<file path="src/rtl/cleared_mem_pkg.sv">
// Shared definitions for cleared_mem: clear-engine state encoding and the
// default geometry (entry width, entry count, lowest legal address).
package cleared_mem_pkg;

  typedef enum logic [0:0] {
    IDLE  = 1'b0,
    CLEAR = 1'b1
  } state_e;

  localparam int DEF_WIDTH = 8;
  localparam int DEF_DEPTH = 31;
  localparam int DEF_BASE  = 2;

endpackage

</file>
<file path="src/rtl/cleared_mem.sv">
// cleared_mem: a small RAM whose legal addresses are BASE..BASE+DEPTH-1.
// A clear engine walks every entry (one per cycle) after reset and on request.
// Reads have one cycle of latency; out-of-range reads flag OUT_rdErr, and
// in-range reads during a clear return 0 because the clear is treated as
// already complete. Writes during a clear, or outside the range, are dropped.
//
// Strobe semantics: IN_wrEn and IN_rdEn are single-cycle requests with no
// back-pressure; every IN_rdEn produces exactly one OUT_rdValid cycle one
// cycle later (unless a reset intervenes), and OUT_rdData/OUT_rdErr are 0
// whenever OUT_rdValid is 0.
//
// Build option: define CLEARED_MEM_FWD_EN to forward same-cycle write data
// to a read of the same address; otherwise such a read returns the old entry.
module cleared_mem
  import cleared_mem_pkg::*;
#(
  parameter int  WIDTH = DEF_WIDTH,
  parameter int  DEPTH = DEF_DEPTH,
  parameter int  BASE  = DEF_BASE,
  localparam int AW    = $clog2(BASE + DEPTH)
) (
  input  logic             clk,
  input  logic             rst,
  input  logic             IN_wrEn,
  input  logic [AW-1:0]    IN_wrAddr,
  input  logic [WIDTH-1:0] IN_wrData,
  input  logic             IN_rdEn,
  input  logic [AW-1:0]    IN_rdAddr,
  output logic [WIDTH-1:0] OUT_rdData,
  output logic             OUT_rdValid,
  output logic             OUT_rdErr,
  input  logic             IN_clrReq,
  output logic             OUT_busy,
  output logic             OUT_clrDone,
  output state_e           OUT_dbgState
);

  localparam int            LAST = BASE + DEPTH - 1;
  localparam logic [AW-1:0] LO_A = AW'(BASE);
  localparam logic [AW-1:0] HI_A = AW'(LAST);

  logic [WIDTH-1:0] mem [BASE:LAST];

  state_e           state_q, state_d;
  logic [AW-1:0]    clr_ptr_q, clr_ptr_d;
  logic             clr_done_q, clr_done_d;
  logic             rd_valid_q, rd_valid_d;
  logic [WIDTH-1:0] rd_data_q, rd_data_d;
  logic             rd_err_q, rd_err_d;

  logic             wr_in_range, rd_in_range, wr_ok;
  logic             mem_we;
  logic [AW-1:0]    mem_waddr;
  logic [WIDTH-1:0] mem_wdata;

  // Address decode and user-write qualification (only honoured when idle).
  always_comb begin
    wr_in_range = (IN_wrAddr >= LO_A) && (IN_wrAddr <= HI_A);
    rd_in_range = (IN_rdAddr >= LO_A) && (IN_rdAddr <= HI_A);
    wr_ok       = IN_wrEn && wr_in_range && (state_q == IDLE);
  end

  // Clear engine next state and the single memory write port arbitration.
  always_comb begin
    state_d    = state_q;
    clr_ptr_d  = clr_ptr_q;
    clr_done_d = 1'b0;
    mem_we     = 1'b0;
    mem_waddr  = IN_wrAddr;
    mem_wdata  = IN_wrData;
    case (state_q)
      IDLE: begin
        if (wr_ok) begin
          mem_we = 1'b1;
        end
        if (IN_clrReq) begin
          state_d   = CLEAR;
          clr_ptr_d = LO_A;
        end
      end
      CLEAR: begin
        mem_we    = 1'b1;
        mem_waddr = clr_ptr_q;
        mem_wdata = '0;
        if (IN_clrReq) begin
          // Restarted pass: the aborted one never reports completion.
          clr_ptr_d = LO_A;
        end else if (clr_ptr_q == HI_A) begin
          state_d    = IDLE;
          clr_done_d = 1'b1;
        end else begin
          clr_ptr_d = clr_ptr_q + AW'(1);
        end
      end
      default: begin
        state_d   = CLEAR;
        clr_ptr_d = LO_A;
      end
    endcase
  end

  // Read response: error for out-of-range, zero while clearing, else the entry.
  always_comb begin
    rd_valid_d = IN_rdEn;
    rd_data_d  = '0;
    rd_err_d   = 1'b0;
    if (IN_rdEn) begin
      if (!rd_in_range) begin
        rd_err_d = 1'b1;
      end else if (state_q == IDLE) begin
        rd_data_d = mem[IN_rdAddr];
`ifdef CLEARED_MEM_FWD_EN
        if (wr_ok && (IN_wrAddr == IN_rdAddr)) begin
          rd_data_d = IN_wrData;
        end
`endif
      end
    end
  end

  // Control and read-response registers; reset starts a fresh clear pass.
  always_ff @(posedge clk) begin
    if (!rst) begin
      state_q    <= CLEAR;
      clr_ptr_q  <= LO_A;
      clr_done_q <= 1'b0;
      rd_valid_q <= 1'b0;
      rd_data_q  <= '0;
      rd_err_q   <= 1'b0;
    end else begin
      state_q    <= state_d;
      clr_ptr_q  <= clr_ptr_d;
      clr_done_q <= clr_done_d;
      rd_valid_q <= rd_valid_d;
      rd_data_q  <= rd_data_d;
      rd_err_q   <= rd_err_d;
    end
  end

  // Storage array; contents are not reset, the clear engine zeroes them.
  always_ff @(posedge clk) begin
    if (rst && mem_we) begin
      mem[mem_waddr] <= mem_wdata;
    end
  end

  assign OUT_rdData   = rd_data_q;
  assign OUT_rdValid  = rd_valid_q;
  assign OUT_rdErr    = rd_err_q;
  assign OUT_busy     = (state_q == CLEAR);
  assign OUT_clrDone  = clr_done_q;
  assign OUT_dbgState = state_q;

endmodule

</file>
<file path="config.mk">
export PLATFORM = sky130hd
export DESIGN_NAME = cleared_mem
export DESIGN_NICKNAME = d
export VERILOG_FILES = /design/src/rtl/cleared_mem_pkg.sv /design/src/rtl/cleared_mem.sv
export SDC_FILE = /design/constraint.sdc
export NUM_CORES = 1
export LEC_CHECK = 0
export ABC_AREA = 1
export CAP_MARGIN = 5
export CORE_UTILIZATION = 45
export CTS_BUF_LIST = sky130_fd_sc_hd__clkbuf_4
export DETAILED_ROUTE_END_ITERATION = 8
export PLACE_DENSITY_LB_ADDON = 0.3
export SLEW_MARGIN = 25
export SYNTH_ARGS = -nofsm -noshare
export SYNTH_HDL_FRONTEND = slang
export SYNTH_SLANG_ARGS = --single-unit
</file>
<file path="constraint.sdc">
create_clock -name clk -period 2.21 [get_ports clk]
set_clock_uncertainty 0.2 [all_clocks]
set_input_delay 0.221 -clock clk [delete_from_list [all_inputs] [get_ports clk]]
set_output_delay 0.221 -clock clk [all_outputs]
set_load 0.01 [all_outputs]
</file>
==> impl_metrics.py <==
metrics = {
    "run_status": {
        "status": "finished clean",
    },
    "grt": {
        "antenna_found_initial": 1,
        "grt_remaining_overflow": 0,
        "grt_first_pass_wirelength_mm": 42.92,
        "grt_usage_pct": 22.16,
        "grt_pass1_vias": 7988,
        "grt_start_max_net_pins": 87,
    },
    "logic_synthesis": {
        "synthesis.nets": 1135,
        "synth_area_leaders": "edfxtp_1, nand2_1, nor2_1, nand3_1, dfxtp_1",
        "synth.cell_area_um2": 11360,
        "yosysTopAreaCell": "edfxtp_1",
        "syn_avg_cell_area_um2": 10.25,
        "yosysWarningCount": 0,
        "postSynthCellCount": 1108,
        "yosys_register_bits": 266,
        "synth_cell_types": 32,
        "yosysTopAreaCellShare_pct": 65.57,
        "seq_area_frac_synth_pct": 68.75,
    },
    "floorplan": {
        "fp.dieArea_um2": 25880,
        "die_y_um": 160.9,
        "rows": 57,
        "core_um2": 24530,
        "pin_count": 38,
        "start_util_pct": 46.29,
        "fp.dieW_um": 160.9,
    },
    "placement": {
        "dp_hpwl_mm": 17.65,
        "placed_area_um2": 12650,
        "port-buffer-count": 37,
        "pre_cts_slack_ns": -0.1927,
        "gp_congestion": 0.9113,
    },
    "timing": {
        "worst_pin_slew_ns": 0.9942,
        "finalSetupViolations": 0,
        "fmax_mhz": 469.3,
        "final-hold-violation-count": 0,
        "slew_viol_final": 0,
        "rsz0062_at_grt": "yes",
        "finalCriticalPeriod_ns": 2.131,
        "maxSlewHeadroom_pct": 33.65,
        "fin_hold_ws_ns": 0.04544,
        "period_share_pct": 96.41,
        "setup_tns_ns": 0,
        "fin_ws_ns": 0.07930,
    },
    "critical_path": {
        "worstSetupPathType": "reg -> reg",
        "crit_start": "OUT_busy$_SDFF_PN1_",
        "critPathCaptureType": "register",
        "arrival_ns": 2.29,
        "worstReg2RegStart": "OUT_busy$_SDFF_PN1_",
        "worst-path-max-fanout": 9,
        "cp.required_ns": 2.37,
        "cp-start-kind": "register",
    },
    "routing": {
        "wl_mm": 27.81,
        "drc": 0,
        "vias_per_cell": 5.034,
        "first_iter_violations": 814,
        "vias": 8200,
        "ant_nets": 0,
        "wire_per_inst_um": 17.07,
        "firstDrtPassIters": 6,
    },
    "clocking": {
        "cts_made_buffers": 69,
        "cts_root_buffer": "clkbuf_4",
        "cts_sinks": 266,
        "cts_tree": "yes",
        "h-tree-depth": 3,
        "clk_path_buf_depth": 3,
        "clk_latency_ns": 0.68,
        "cts.clk_slew.worst_paths_ns": 0.06,
    },
    "cells_and_area": {
        "postLayoutCoreUtil_pct": 55.27,
        "fill_cells": 2169,
        "drive_gt1_share_pct": 17.56,
        "final_area_um2": 13560,
        "area_growth_pct": 19.39,
        "nets": 1285,
    },
    "flow_run": {
        "drv_cap": 0,
    },
    "pwr": {
        "power.density_nw_per_um2": 759.5,
        "irDropWorstVdd_v": 0.0003058,
        "p_leak_uw": 0.005604,
    },
    "worst_hold_path": {
        "min_from": "rst",
        "min-delay-path-class": "in -> reg",
    },
}
[synth_stat cells]
cell type / n
clkbuf_1: 7
inv_2: 2
edfxtp_1: 248
nand3_1: 94
nor3_1: 1
a21o_1: 1
or2_2: 7
dfxtp_1: 18
o32ai_1: 1
a21oi_4: 1
a21oi_1: 10
o21ai_1: 6
inv_4: 1
nand4_1: 6
clkinv_1: 1
nand4_2: 1
nand2_2: 2
o21ai_0: 26
o21ai_2: 1
inv_1: 87
a31oi_1: 1
buf_2: 29
nor2_2: 1
buf_1: 1
nor2_1: 158
nand2_1: 379
xor2_1: 2
ha_1: 2
buf_6: 4
nor2_4: 2
or2_1: 1
buf_4: 7
[cells by family (layout without fill, tap and decap cells)]
kind of cell | count (synthesis) | in the layout | synth area share (%)
simple gates | 652 | 652 | 23.18
compound gates | 47 | 47 | 2.270
flops | 266 | 266 | 68.75
buf+inv | 139 | 335 | 5.431
xor+xnor | 2 | 2 | 0.1543
fa+ha+maj | 2 | 2 | 0.2203
other cells | 0 | 1 | 0
[worst max-delay path, cell delays in order (launching register included)]
cell and delay (ns):
dfxtp_4 0.37, buf_12 0.14, nand2_1 0.08, o21ai_0 0.12, or2_1 0.28, nor2_1 0.14
nand2_2 0.20, nor2_1 0.15, buf_4 0.17
[repair_timing]
action | in CTS | in global routing
hold buffers | 1 | 0
setup endpoints to repair | 2 | 49
pin swaps | 0 | 1
endpoints found under the hold margin | 2 | 0
resized for setup | 4 | 3
buffers inserted | 0 | 0
[power breakdown]
part | total, uW | internal [uW] | switching, uW
combinational | 586 | 214 | 372
clock | 4260 | 2370 | 1890
sequential | 5450 | 5440 | 7.62
total | 10300 | 8030 | 2270
[stage by stage]
stage	total power [uW]	instances
after floorplan	5914	1108
after global placement	6132	1510
after detailed placement	6136	1510
after CTS	10390	1628
after global routing	10710	1629
final	10300	1629
[state kept, by name, summed over array words and instances (netlist names)]
name         flops
OUT_busy         1
OUT_clrDone      1
OUT_rdData       8
OUT_rdErr        1
OUT_rdValid      1
clr_ptr_q        6
mem            248
[worst paths after layout]
| path | end | slack (ns) | cells after the start |
|---|---|---|---|
| max | mem[31][6]$_DFFE_PP_ | 0.08 | 8 |
| min | OUT_rdErr$_SDFF_PN0_ | 0.05 | 3 |
| max reg2reg | mem[31][6]$_DFFE_PP_ | 0.08 | 8 |
| min reg2reg | clr_ptr_q[3]$_SDFFE_PN0P_ | 0.31 | 2 |
[final cells by class]
class | count | area (um^2) | area share [%]
sequential | 266 | 7811 | 57.61
multi-input combinational | 703 | 2963 | 21.85
timing repair buffer | 127 | 1147 | 8.462
clock buffer | 104 | 780.7 | 5.758
tap | 324 | 405.4 | 2.990
inverter | 91 | 344.1 | 2.538
clock inverter | 13 | 105.1 | 0.7751
antenna | 1 | 2.502 | 0.01846
[routing by layer]
metal  part of all wire (%)  vias up  global-route usage, %
met5                      0        -                      0
met4                    2.6        0                  9.991
met3                    7.6       48                  4.339
met2                     46      337                  34.29
met1                     44     3839                  30.36
li1                       -     3976                      -
[layout by cell type, fill, tap and decap left out]
cell	count
buf_12	8
bufinv_16	2
a21oi_4	1
nand4_2	1
nand3_1	94
clkdlybuf4s50_1	34
dlygate4sd2_1	2
nand4_1	6
nor2_4	3
nand2_1	379
dlygate4sd3_1	1
inv_1	87
a31oi_1	1
o21ai_1	6
nand2_2	2
inv_4	1
a21o_1	1
nor2_1	148
nor3_1	1
o32ai_1	1
ha_1	2
o21ai_0	26
edfxtp_1	248
dfxtp_4	1
clkbuf_4	104
nor2_2	10
xor2_1	2
a21oi_1	10
inv_2	3
or2_1	1
buf_4	81
o21ai_2	1
clkinv_1	8
diode_2	1
clkinv_2	3
dfxtp_1	17
buf_6	1
or2_2	7
Power figures use the tool's default switching activity.
